### src/rtl/rgb2ycbcr_pkg.sv
// Shared definitions for the RGB to YCbCr stream converter: mode encoding and
// per-mode coefficient table (signed, Q14).
package rgb2ycbcr_pkg;

  typedef enum logic [1:0] {
    BT601  = 2'd0,
    BT709  = 2'd1,
    BYPASS = 2'd2,
    RSVD   = 2'd3
  } mode_t;

  localparam int COEF_FRAC = 14;
  localparam int COEF_W    = 16;

  typedef logic signed [COEF_W-1:0] coef_t;

  // One output channel: three signed weights plus whether the chroma offset applies.
  typedef struct packed {
    coef_t kr;
    coef_t kg;
    coef_t kb;
    logic  off_en;
  } chan_coef_t;

  typedef struct packed {
    chan_coef_t y;
    chan_coef_t cb;
    chan_coef_t cr;
  } mode_coef_t;

  // Bypass is an identity matrix at unity gain, so it shares the datapath and latency.
  localparam mode_coef_t COEF_TABLE [4] = '{
    '{y:  '{kr:  16'sd4899, kg:  16'sd9617, kb:  16'sd1868, off_en: 1'b0},
      cb: '{kr: -16'sd2764, kg: -16'sd5428, kb:  16'sd8192, off_en: 1'b1},
      cr: '{kr:  16'sd8192, kg: -16'sd6860, kb: -16'sd1332, off_en: 1'b1}},
    '{y:  '{kr:  16'sd3483, kg: 16'sd11718, kb:  16'sd1183, off_en: 1'b0},
      cb: '{kr: -16'sd1878, kg: -16'sd6314, kb:  16'sd8192, off_en: 1'b1},
      cr: '{kr:  16'sd8192, kg: -16'sd7442, kb:  -16'sd750, off_en: 1'b1}},
    '{y:  '{kr: 16'sd16384, kg:      16'sd0, kb:      16'sd0, off_en: 1'b0},
      cb: '{kr:     16'sd0, kg:  16'sd16384, kb:      16'sd0, off_en: 1'b0},
      cr: '{kr:     16'sd0, kg:      16'sd0, kb:  16'sd16384, off_en: 1'b0}},
    '{y:  '{kr:  16'sd4899, kg:  16'sd9617, kb:  16'sd1868, off_en: 1'b0},
      cb: '{kr: -16'sd2764, kg: -16'sd5428, kb:  16'sd8192, off_en: 1'b1},
      cr: '{kr:  16'sd8192, kg: -16'sd6860, kb: -16'sd1332, off_en: 1'b1}}
  };

  function automatic mode_t resolve_mode(input logic [1:0] m);
    return (m == RSVD) ? BT601 : mode_t'(m);
  endfunction

endpackage

### src/rtl/rgb2ycbcr_stream_csc_channel.sv
// One colour-space output channel: 3-term signed MAC, optional mid-scale offset,
// half-up rounding and clamp, as three stall-enabled register stages.
module csc_channel
  import rgb2ycbcr_pkg::*;
#(
  parameter int PIX_W = 8,
  parameter int FRAC  = 14
) (
  input  logic             clk,
  input  logic             rst,
  input  logic             en,
  input  logic [PIX_W-1:0] r,
  input  logic [PIX_W-1:0] g,
  input  logic [PIX_W-1:0] b,
  input  chan_coef_t       coef,
  output logic [PIX_W-1:0] q
);

  localparam int PROD_W = PIX_W + COEF_W + 1;
  localparam int ACC_W  = PROD_W + 3;
  localparam logic signed [ACC_W-1:0] RND  = ACC_W'(64'sd1 << (FRAC - 1));
  localparam logic signed [ACC_W-1:0] OFS  = ACC_W'(64'sd1 << (PIX_W - 1 + FRAC));
  localparam logic signed [ACC_W-1:0] MAXV = ACC_W'((64'sd1 << PIX_W) - 1);

  logic signed [PIX_W:0]    r_s, g_s, b_s;
  logic signed [PROD_W-1:0] p_r, p_g, p_b;
  logic                     off1;
  logic signed [ACC_W-1:0]  acc, sum_c, sh_c;
  logic [PIX_W-1:0]         q_c;

  assign r_s = $signed({1'b0, r});
  assign g_s = $signed({1'b0, g});
  assign b_s = $signed({1'b0, b});

  always_comb begin
    sum_c = ACC_W'(p_r) + ACC_W'(p_g) + ACC_W'(p_b) + RND;
    if (off1) sum_c = sum_c + OFS;
    sh_c = acc >>> FRAC;
    if (sh_c < 0)         q_c = '0;
    else if (sh_c > MAXV) q_c = '1;
    else                  q_c = sh_c[PIX_W-1:0];
  end

  always_ff @(posedge clk or posedge rst) begin
    if (rst) begin
      p_r  <= '0;
      p_g  <= '0;
      p_b  <= '0;
      off1 <= 1'b0;
      acc  <= '0;
      q    <= '0;
    end else if (en) begin
      p_r  <= PROD_W'(r_s) * PROD_W'(coef.kr);
      p_g  <= PROD_W'(g_s) * PROD_W'(coef.kg);
      p_b  <= PROD_W'(b_s) * PROD_W'(coef.kb);
      off1 <= coef.off_en;
      acc  <= sum_c;
      q    <= q_c;
    end
  end

endmodule

### src/rtl/rgb2ycbcr_stream.sv
// Streaming RGB to YCbCr converter (BT.601 / BT.709 / bypass), 3-cycle pipeline
// with global stall; mode is latched on start-of-frame beats only.
module rgb2ycbcr_stream #(
  parameter int PIX_W     = 8,
  parameter int COEF_FRAC = 14
) (
  input  logic               clk,
  input  logic               rst,
  input  logic               s_valid,
  output logic               s_ready,
  input  logic [3*PIX_W-1:0] s_data,
  input  logic               s_sof,
  input  logic               s_eol,
  input  logic [1:0]         mode_i,
  output logic               m_valid,
  input  logic               m_ready,
  output logic [3*PIX_W-1:0] m_data,
  output logic               m_sof,
  output logic               m_eol,
  output logic [1:0]         mode_active
);

  import rgb2ycbcr_pkg::*;

  logic       advance, accept;
  logic       v1, v2, v3;
  logic       sof1, sof2, sof3;
  logic       eol1, eol2, eol3;
  mode_t      mode_q, eff_mode;
  mode_coef_t coefs;

  assign advance     = !v3 || m_ready;
  assign s_ready     = advance && !rst;
  assign accept      = s_valid && s_ready;
  assign m_valid     = v3;
  assign m_sof       = sof3;
  assign m_eol       = eol3;
  assign mode_active = mode_q;

  // Coefficients are chosen as the beat enters; from then on the mode lives in the
  // channel's stage registers, so a later switch cannot touch beats in flight.
  always_comb begin
    eff_mode = mode_q;
    if (s_sof) eff_mode = resolve_mode(mode_i);
    coefs = COEF_TABLE[eff_mode];
  end

  always_ff @(posedge clk or posedge rst) begin
    if (rst) begin
      mode_q <= BT601;
      v1 <= 1'b0; v2 <= 1'b0; v3 <= 1'b0;
      sof1 <= 1'b0; sof2 <= 1'b0; sof3 <= 1'b0;
      eol1 <= 1'b0; eol2 <= 1'b0; eol3 <= 1'b0;
    end else begin
      if (accept && s_sof) mode_q <= eff_mode;
      if (advance) begin
        v1   <= accept;
        sof1 <= accept && s_sof;
        eol1 <= accept && s_eol;
        v2   <= v1;
        sof2 <= sof1;
        eol2 <= eol1;
        v3   <= v2;
        sof3 <= sof2;
        eol3 <= eol2;
      end
    end
  end

  csc_channel #(.PIX_W(PIX_W), .FRAC(COEF_FRAC)) u_y (
    .clk(clk), .rst(rst), .en(advance),
    .r(s_data[PIX_W-1:0]), .g(s_data[2*PIX_W-1:PIX_W]), .b(s_data[3*PIX_W-1:2*PIX_W]),
    .coef(coefs.y), .q(m_data[PIX_W-1:0])
  );

  csc_channel #(.PIX_W(PIX_W), .FRAC(COEF_FRAC)) u_cb (
    .clk(clk), .rst(rst), .en(advance),
    .r(s_data[PIX_W-1:0]), .g(s_data[2*PIX_W-1:PIX_W]), .b(s_data[3*PIX_W-1:2*PIX_W]),
    .coef(coefs.cb), .q(m_data[2*PIX_W-1:PIX_W])
  );

  csc_channel #(.PIX_W(PIX_W), .FRAC(COEF_FRAC)) u_cr (
    .clk(clk), .rst(rst), .en(advance),
    .r(s_data[PIX_W-1:0]), .g(s_data[2*PIX_W-1:PIX_W]), .b(s_data[3*PIX_W-1:2*PIX_W]),
    .coef(coefs.cr), .q(m_data[3*PIX_W-1:2*PIX_W])
  );

endmodule

### config.mk
export PLATFORM = sky130hd
export DESIGN_NAME = rgb2ycbcr_stream
export DESIGN_NICKNAME = d
export VERILOG_FILES = /design/src/rtl/rgb2ycbcr_pkg.sv /design/src/rtl/rgb2ycbcr_stream_csc_channel.sv /design/src/rtl/rgb2ycbcr_stream.sv
export SDC_FILE = /design/constraint.sdc
export NUM_CORES = 2
export LEC_CHECK = 0
export ABC_AREA = 1
export CORE_ASPECT_RATIO = 0.6
export CORE_MARGIN = 2
export CORE_UTILIZATION = 52
export CTS_BUF_LIST = sky130_fd_sc_hd__clkbuf_4
export CTS_CLUSTER_SIZE = 14
export DETAILED_ROUTE_END_ITERATION = 10
export DONT_BUFFER_PORTS = 1
export PLACE_DENSITY = 0.67
export SETUP_SLACK_MARGIN = 0.3
export SLEW_MARGIN = 25
export SYNTH_ARGS = -nofsm -noshare
export SYNTH_HDL_FRONTEND = slang
export SYNTH_SLANG_ARGS = --single-unit
### constraint.sdc
create_clock -name clk -period 8.1 [get_ports clk]
set_input_delay 1.62 -clock clk [delete_from_list [all_inputs] [get_ports clk]]
set_output_delay 1.62 -clock clk [all_outputs]
set_load 0.02 [all_outputs]
==> After elaboration in Yosys (flattened, before gate mapping) <==
Cells that the tools add are included.
{ "word_totals": {"register_bits": 347, "input_bits": 32, "out_inout_bits": 30, "wordCells": 79} }
{ "classes": {"addsub": 12, "mul": 9, "n_lt_le_gt_ge": 7, "n_eq_ne": 1, "n_mux": 14, "bitwise_logic": 1, "n_reduce_logical": 7} }
{ "op_table": {"columns": ["cell", "n"], "rows": [
  ["$bmux W147 S2", 1],
  ["$mux W147", 2],
  ["$mul A9 B16 Y25", 9],
  ["$add A28 B15 Y28 const B", 3],
  ["$add A28 B23 Y28 const B", 3],
  ["$mux W28", 3],
  ["$add A26 B25 Y27", 3],
  ["$add A25 B25 Y26", 3],
  ["$mux W8", 6],
  ["$gt A14 B9 Y1 const B", 3],
  ["$lt A14 B1 Y1 const B", 3],
  ["$logic_and A1 B1 Y1", 4],
  ["$mux W2", 2],
  ["$ge A3 B3 Y1 const B", 1],
  ["$not A2 Y3", 1],
  ["$eq A2 B2 Y1 const B", 1],
  ["$logic_not A1 Y1", 2],
  ["$logic_or A1 B1 Y1", 1]
]} }

==> Longest topological paths before layout <==
{ "depth": {"word_depth": 8, "ltp_mapped": 39, "ltp_nobuf": 38} }

==> Cells and area by module <==
From an unflattened synthesis, not the netlist that was laid out.
{ "unflattened": {"hier_cells": 8778, "hier_area_um2": 63967.6} }
{ "modules_own_cells": {"columns": ["mod", "instances", "cells_per_inst", "area_per_inst_um2", "seq_area_each_um2"], "rows": [
  ["csc_channel at u_cb", 1, 2918, 21254.1, 2452.4],
  ["csc_channel at u_cr", 1, 2899, 21089.0, 2452.4],
  ["csc_channel at u_y", 1, 2898, 21086.5, 2452.4],
  ["rgb2ycbcr_stream", 1, 63, 538.0, 275.3]
]} }

==> Least setup slack after synthesis <==
No wires, ideal clock.
{ "synth_path": {"path_type": "in2reg", "start": "input s_sof", "end": "register u_cr.p_g[22]", "setup_time_ns": 0.123, "arrival_ns": 7.370, "t_required_ns": 7.977, "path_slack_ns": 0.607, "stages": 35, "n_path_buf": 4, "cell_sequence": "inv_1 -> nor3_1 -> a21oi_1 -> inv_1 -> nor2_4 -> inv_2 -> buf_6 -> buf_2 -> buf_2 -> buf_2 -> nor2_1 -> inv_1 -> fa_1 -> inv_1 -> fa_1 -> fa_1 -> inv_1 -> fa_1 -> inv_1 -> ha_1 -> nand2_1 -> nand2_1 -> nand3_1 -> nand2_1 -> a21oi_1 -> o21ai_0 -> inv_1 -> o21ai_0 -> a21boi_0 -> o21ai_0 -> nand3_1 -> nand2_1 -> a21oi_1 -> o21ai_0 -> nand2_1"} }
{ "synth_via": {"elab_chain_cells": 6} }
{ "synth_lines": {"columns": ["item", "line", "rtl"], "rows": [
  ["from (decl)", "rgb2ycbcr_stream.sv:12", "input logic s_sof,"],
  ["$mux W2", "rgb2ycbcr_stream.sv:44", "if (s_sof) eff_mode = resolve_mode(mode_i);"],
  ["$not A2 Y3 (not written as such)", "rgb2ycbcr_stream.sv:45", "coefs = COEF_TABLE[eff_mode];"],
  ["$bmux W147 S2", "rgb2ycbcr_stream.sv:45", null],
  ["$mux W147 (not written as such) (2 in a row)", "rgb2ycbcr_stream.sv:45", null],
  ["$mul A9 B16 Y25", "rgb2ycbcr_stream_csc_channel.sv:54", "p_g <= PROD_W'(g_s) * PROD_W'(coef.kg);"],
  ["to (signal assigned)", "rgb2ycbcr_stream_csc_channel.sv:54", null],
  ["to (decl)", "rgb2ycbcr_stream_csc_channel.sv:26", "logic signed [PROD_W-1:0] p_r, p_g, p_b;"]
]} }
No other way between the ends. The select of a mux whose other input is x is not followed.
A chain may end at the register's enable or synchronous reset.

==> Worst setup path in the final report <==
{ "layout_path": {"start": "input s_sof", "end": "register u_cb.p_g[24]"} }
{ "layout_via": {"elab_chain_cells": 6} }
{ "layout_lines": {"columns": ["item", "line"], "rows": [
  ["$mux W2", "rgb2ycbcr_stream.sv:44"],
  ["$not A2 Y3 (not written as such)", "rgb2ycbcr_stream.sv:45"],
  ["$bmux W147 S2", "rgb2ycbcr_stream.sv:45"],
  ["$mux W147 (not written as such) (2 in a row)", "rgb2ycbcr_stream.sv:45"],
  ["$mul A9 B16 Y25", "rgb2ycbcr_stream_csc_channel.sv:54"],
  ["to (signal assigned)", "rgb2ycbcr_stream_csc_channel.sv:54"],
  ["to (decl)", "rgb2ycbcr_stream_csc_channel.sv:26"]
]} }
No other way between the ends. The select of a mux whose other input is x is not followed.

==> impl_metrics.py <==
metrics = {
    "layout": {
        "multi_input_area_um2": 25700,
        "fillers": 6840,
        "drive_above_1_share_pct": 7.63,
        "register_area_um2": 6310,
        "nNetsFinal": 5866,
        "area_delta_synth_final_pct": 6.71,
        "design_area_um2": 39000,
    },
    "placed_design": {
        "io_buffers": 0,
        "place_congestion": 1.08,
        "dp_hpwl_um": 105000,
        "place_area_um2": 38100,
    },
    "sta": {
        "rsz0062_at_grt": "false",
        "fin_crit_ns": 7.33,
        "clock_skew_ns": 0.0891,
        "fin_setup_tns_ns": 0,
        "slew_headroom_pct": 32.1,
        "tightest_slew_ns": 1.02,
        "finalHoldViolations": 0,
        "setup_viol": 0,
        "fmax_ghz": 0.136,
        "min_period_over_period_pct": 90.5,
        "slew_viol_final": 0,
    },
    "yosys": {
        "avgSynthCellArea_um2": 7.43,
        "synthCells": 4915,
        "synth-edff-count": 0,
        "yosysSeqAreaShare_pct": 17.3,
        "async_reset_ff_share_pct": 100,
        "syn_nets": 5782,
        "mappedNetlistArea_um2": 36500,
        "ys_warn_count": 0,
        "synth.distinct_cells": 57,
        "ys_ff_latch": 252,
        "synth_flop_cell": "dfrtp_1",
    },
    "critical_path": {
        "rr_worst_depth": 24,
        "ff2ff_setup_slack_ns": 1.05,
        "cp_data_arrival_time_ns": 8.08,
        "crit_type": "in -> reg",
        "required_ns": 8.84,
        "end_kind": "flop",
        "cp_max_fo": 5,
        "cp-start-kind": "input port",
    },
    "cts": {
        "clock_path_buffers": 3,
        "clock-sinks": 252,
        "cts_hold_buf": 0,
        "cts_setup_buffers": 0,
        "clk_latency_ns": 0.91,
        "cts_buffers": 70,
        "cts_htree_levels": 3,
        "tritoncts": "yes",
        "root_buffer": "clkbuf_4",
        "clkTransAtPathRegs_ns": 0.07,
        "post_cts_resized": 0,
    },
    "flow_run": {
        "max-cap-violations": 0,
    },
    "global_route": {
        "grt_pass1_wl_um": 184000,
        "grt_max_degree": 146,
        "grt_overflow": 0,
        "antenna_found_initial": 15,
        "grt_use_total_pct": 34.0,
        "grt_pass1_vias": 30200,
    },
    "floorplan": {
        "die_area_um2": 72400,
        "die_w_um": 346,
        "io_pins": 62,
        "start_util_pct": 52.4,
        "num_rows": 75,
        "dieHeight_um": 209,
        "coreArea_um2": 69700,
    },
    "route": {
        "drtPass1Iterations": 5,
        "wire_per_inst_um": 20.4,
        "final_antenna_net_count": 0,
        "routed_wl_um": 122000,
        "vias": 32200,
        "via_per_inst": 5.39,
        "drc": 0,
        "drt-initial-drc-count": 3345,
    },
    "worst_hold_path": {
        "min_delay_path_depth": 1,
        "hold_class": "reg -> reg",
    },
    "outcome": {
        "status": "finished clean",
    },
}
## cells in the mapped netlist, types with 5 or more instances
cell type  count  area [um2]
a21o_1        11        82.6
inv_2         22        82.6
dfrtp_1      252        6310
nand4_1       55         344
fa_1         356        7130
nand3_1      148         741
nor3_2         8        80.1
o21ai_0      235        1180
o21bai_1      20         150
nor2_4        13         146
o31ai_1       20         150
nor2_2        23         144
xor2_1        76         666
xnor2_1       43         377
o211ai_1       9        67.6
nand2_1     1107        4160
nor3_1        27         135
a31oi_1       49         307
nor3b_1        7        52.6
a21oi_2        5        43.8
a21oi_1      222        1110
ha_1         479        5990
a21boi_0       7        52.6
o21ai_1       36         180
nor4_1         5        31.3
clkbuf_1      62         233
nand2_2       30         188
inv_1       1102        4140
or2_2         72         450
nor2_1       360        1350
buf_2          6        30.0
## metrics by stage
| step | hold slack (ns) | cells | setup WS, ns | utilization [%] |
|---|---|---|---|---|
| 2_1_floorplan | 0.440 | 4915 | 0.607 | - |
| 3_3_place_gp | 0.460 | 5850 | 0.120 | 54.6 |
| 3_5_place_dp | 0.461 | 5850 | 0.162 | 54.6 |
| 4_1_cts | 0.479 | 5971 | 1.06 | 55.8 |
| 5_1_grt | 0.495 | 5977 | 0.416 | 55.9 |
| 6_report | 0.475 | 5979 | 0.769 | 55.9 |
## flip-flops by register name (all words and copies together), names as in the netlist, 2 cells and up
signal and cells:
mode_active 2, u_cb.acc 14, u_cb.p_b 8, u_cb.p_g 24, u_cb.p_r 24, u_cb.q 8
u_cr.acc 14, u_cr.p_b 23, u_cr.p_g 22, u_cr.p_r 7, u_cr.q 8, u_y.acc 12
u_y.p_b 21, u_y.p_g 23, u_y.p_r 24, u_y.q 8
## cells in the final DEF, fill, tap and decap left out, types with 7 or more instances in the layout
master,instances
fa_1,356
nand4_1,55
nor2_1,359
ha_1,478
nor2_2,23
diode_2,7
nor3_1,27
o21ai_0,235
inv_1,1101
nand2_2,30
xor2_1,76
nand2_1,1107
clkinv_1,14
a21oi_1,222
a31oi_1,49
dfrtp_1,252
nor3b_1,7
a21o_1,11
a21boi_0,7
or2_2,72
o21bai_1,20
nand3_1,148
inv_2,24
o31ai_1,20
buf_4,79
xnor2_1,43
clkinv_2,10
nor2_4,14
o21ai_1,36
clkbuf_4,90
o211ai_1,9
nor3_2,8
## cells by family after synthesis
family | share of synthesized area (%)
AND/OR/NAND/NOR | 22.0
XOR/XNOR | 2.85
buffers and inverters | 12.3
AO/OA/AOI/OAI | 9.64
adder cells (fa/ha/maj) | 35.9
flip-flops | 17.3
## worst paths after layout
path,startpoint,to
max,s_sof,u_cb.p_g[24]$_DFFE_PP0N_
min,v2$_DFFE_PP0N_,m_valid$_DFFE_PP0N_
max reg2reg,mode_active[1]$_DFFE_PP0P_,u_cb.p_g[24]$_DFFE_PP0N_
min reg2reg,v2$_DFFE_PP0N_,m_valid$_DFFE_PP0N_
max in group asynchronous,rst,u_cr.p_g[21]$_DFFE_PP0N_
min in group asynchronous,rst,u_cb.p_r[22]$_DFFE_PP0N_
## worst max-delay path, cell delays in order
cell     delay, ns
inv_1         0.07
nor3_1        0.06
a21oi_1       0.30
inv_1         0.17
ha_2          0.32
nor2_1        0.17
inv_1         0.07
nor2_1        0.29
inv_1         0.13
nand2_1       0.12
nor2_1        0.08
ha_1          0.20
or2_2         0.32
inv_1         0.09
fa_1          0.50
inv_1         0.26
fa_1          0.46
fa_1          0.56
ha_1          0.38
inv_1         0.09
nor3_1        0.31
nor3b_1       0.50
nand4_1       0.30
a31o_2        0.28
nand3_1       0.26
o21ai_0       0.14
## layer usage
metal	global-route usage, %	part of all wire (%)	vias up
met1	53.4	49	15100
li1	-	-	15500
met4	6.07	1.5	4
met5	0	0.018	-
met2	38.9	33	1548
met3	19.0	17	115
## area by class of cell
cell class / count / area share [%]
multi-input cells: 3466 / 66.0
flip-flops and latches: 252 / 16.2
inverters: 1125 / 10.9
well taps: 924 / 2.97
repair buffers: 84 / 1.78
clock buffers: 90 / 1.73
clock inverters: 31 / 0.446
diodes: 7 / 0.0449
Power is left out: the tool's default activity adds up to more than one toggle a clock period on the data nets, which glitch-free logic cannot reach.
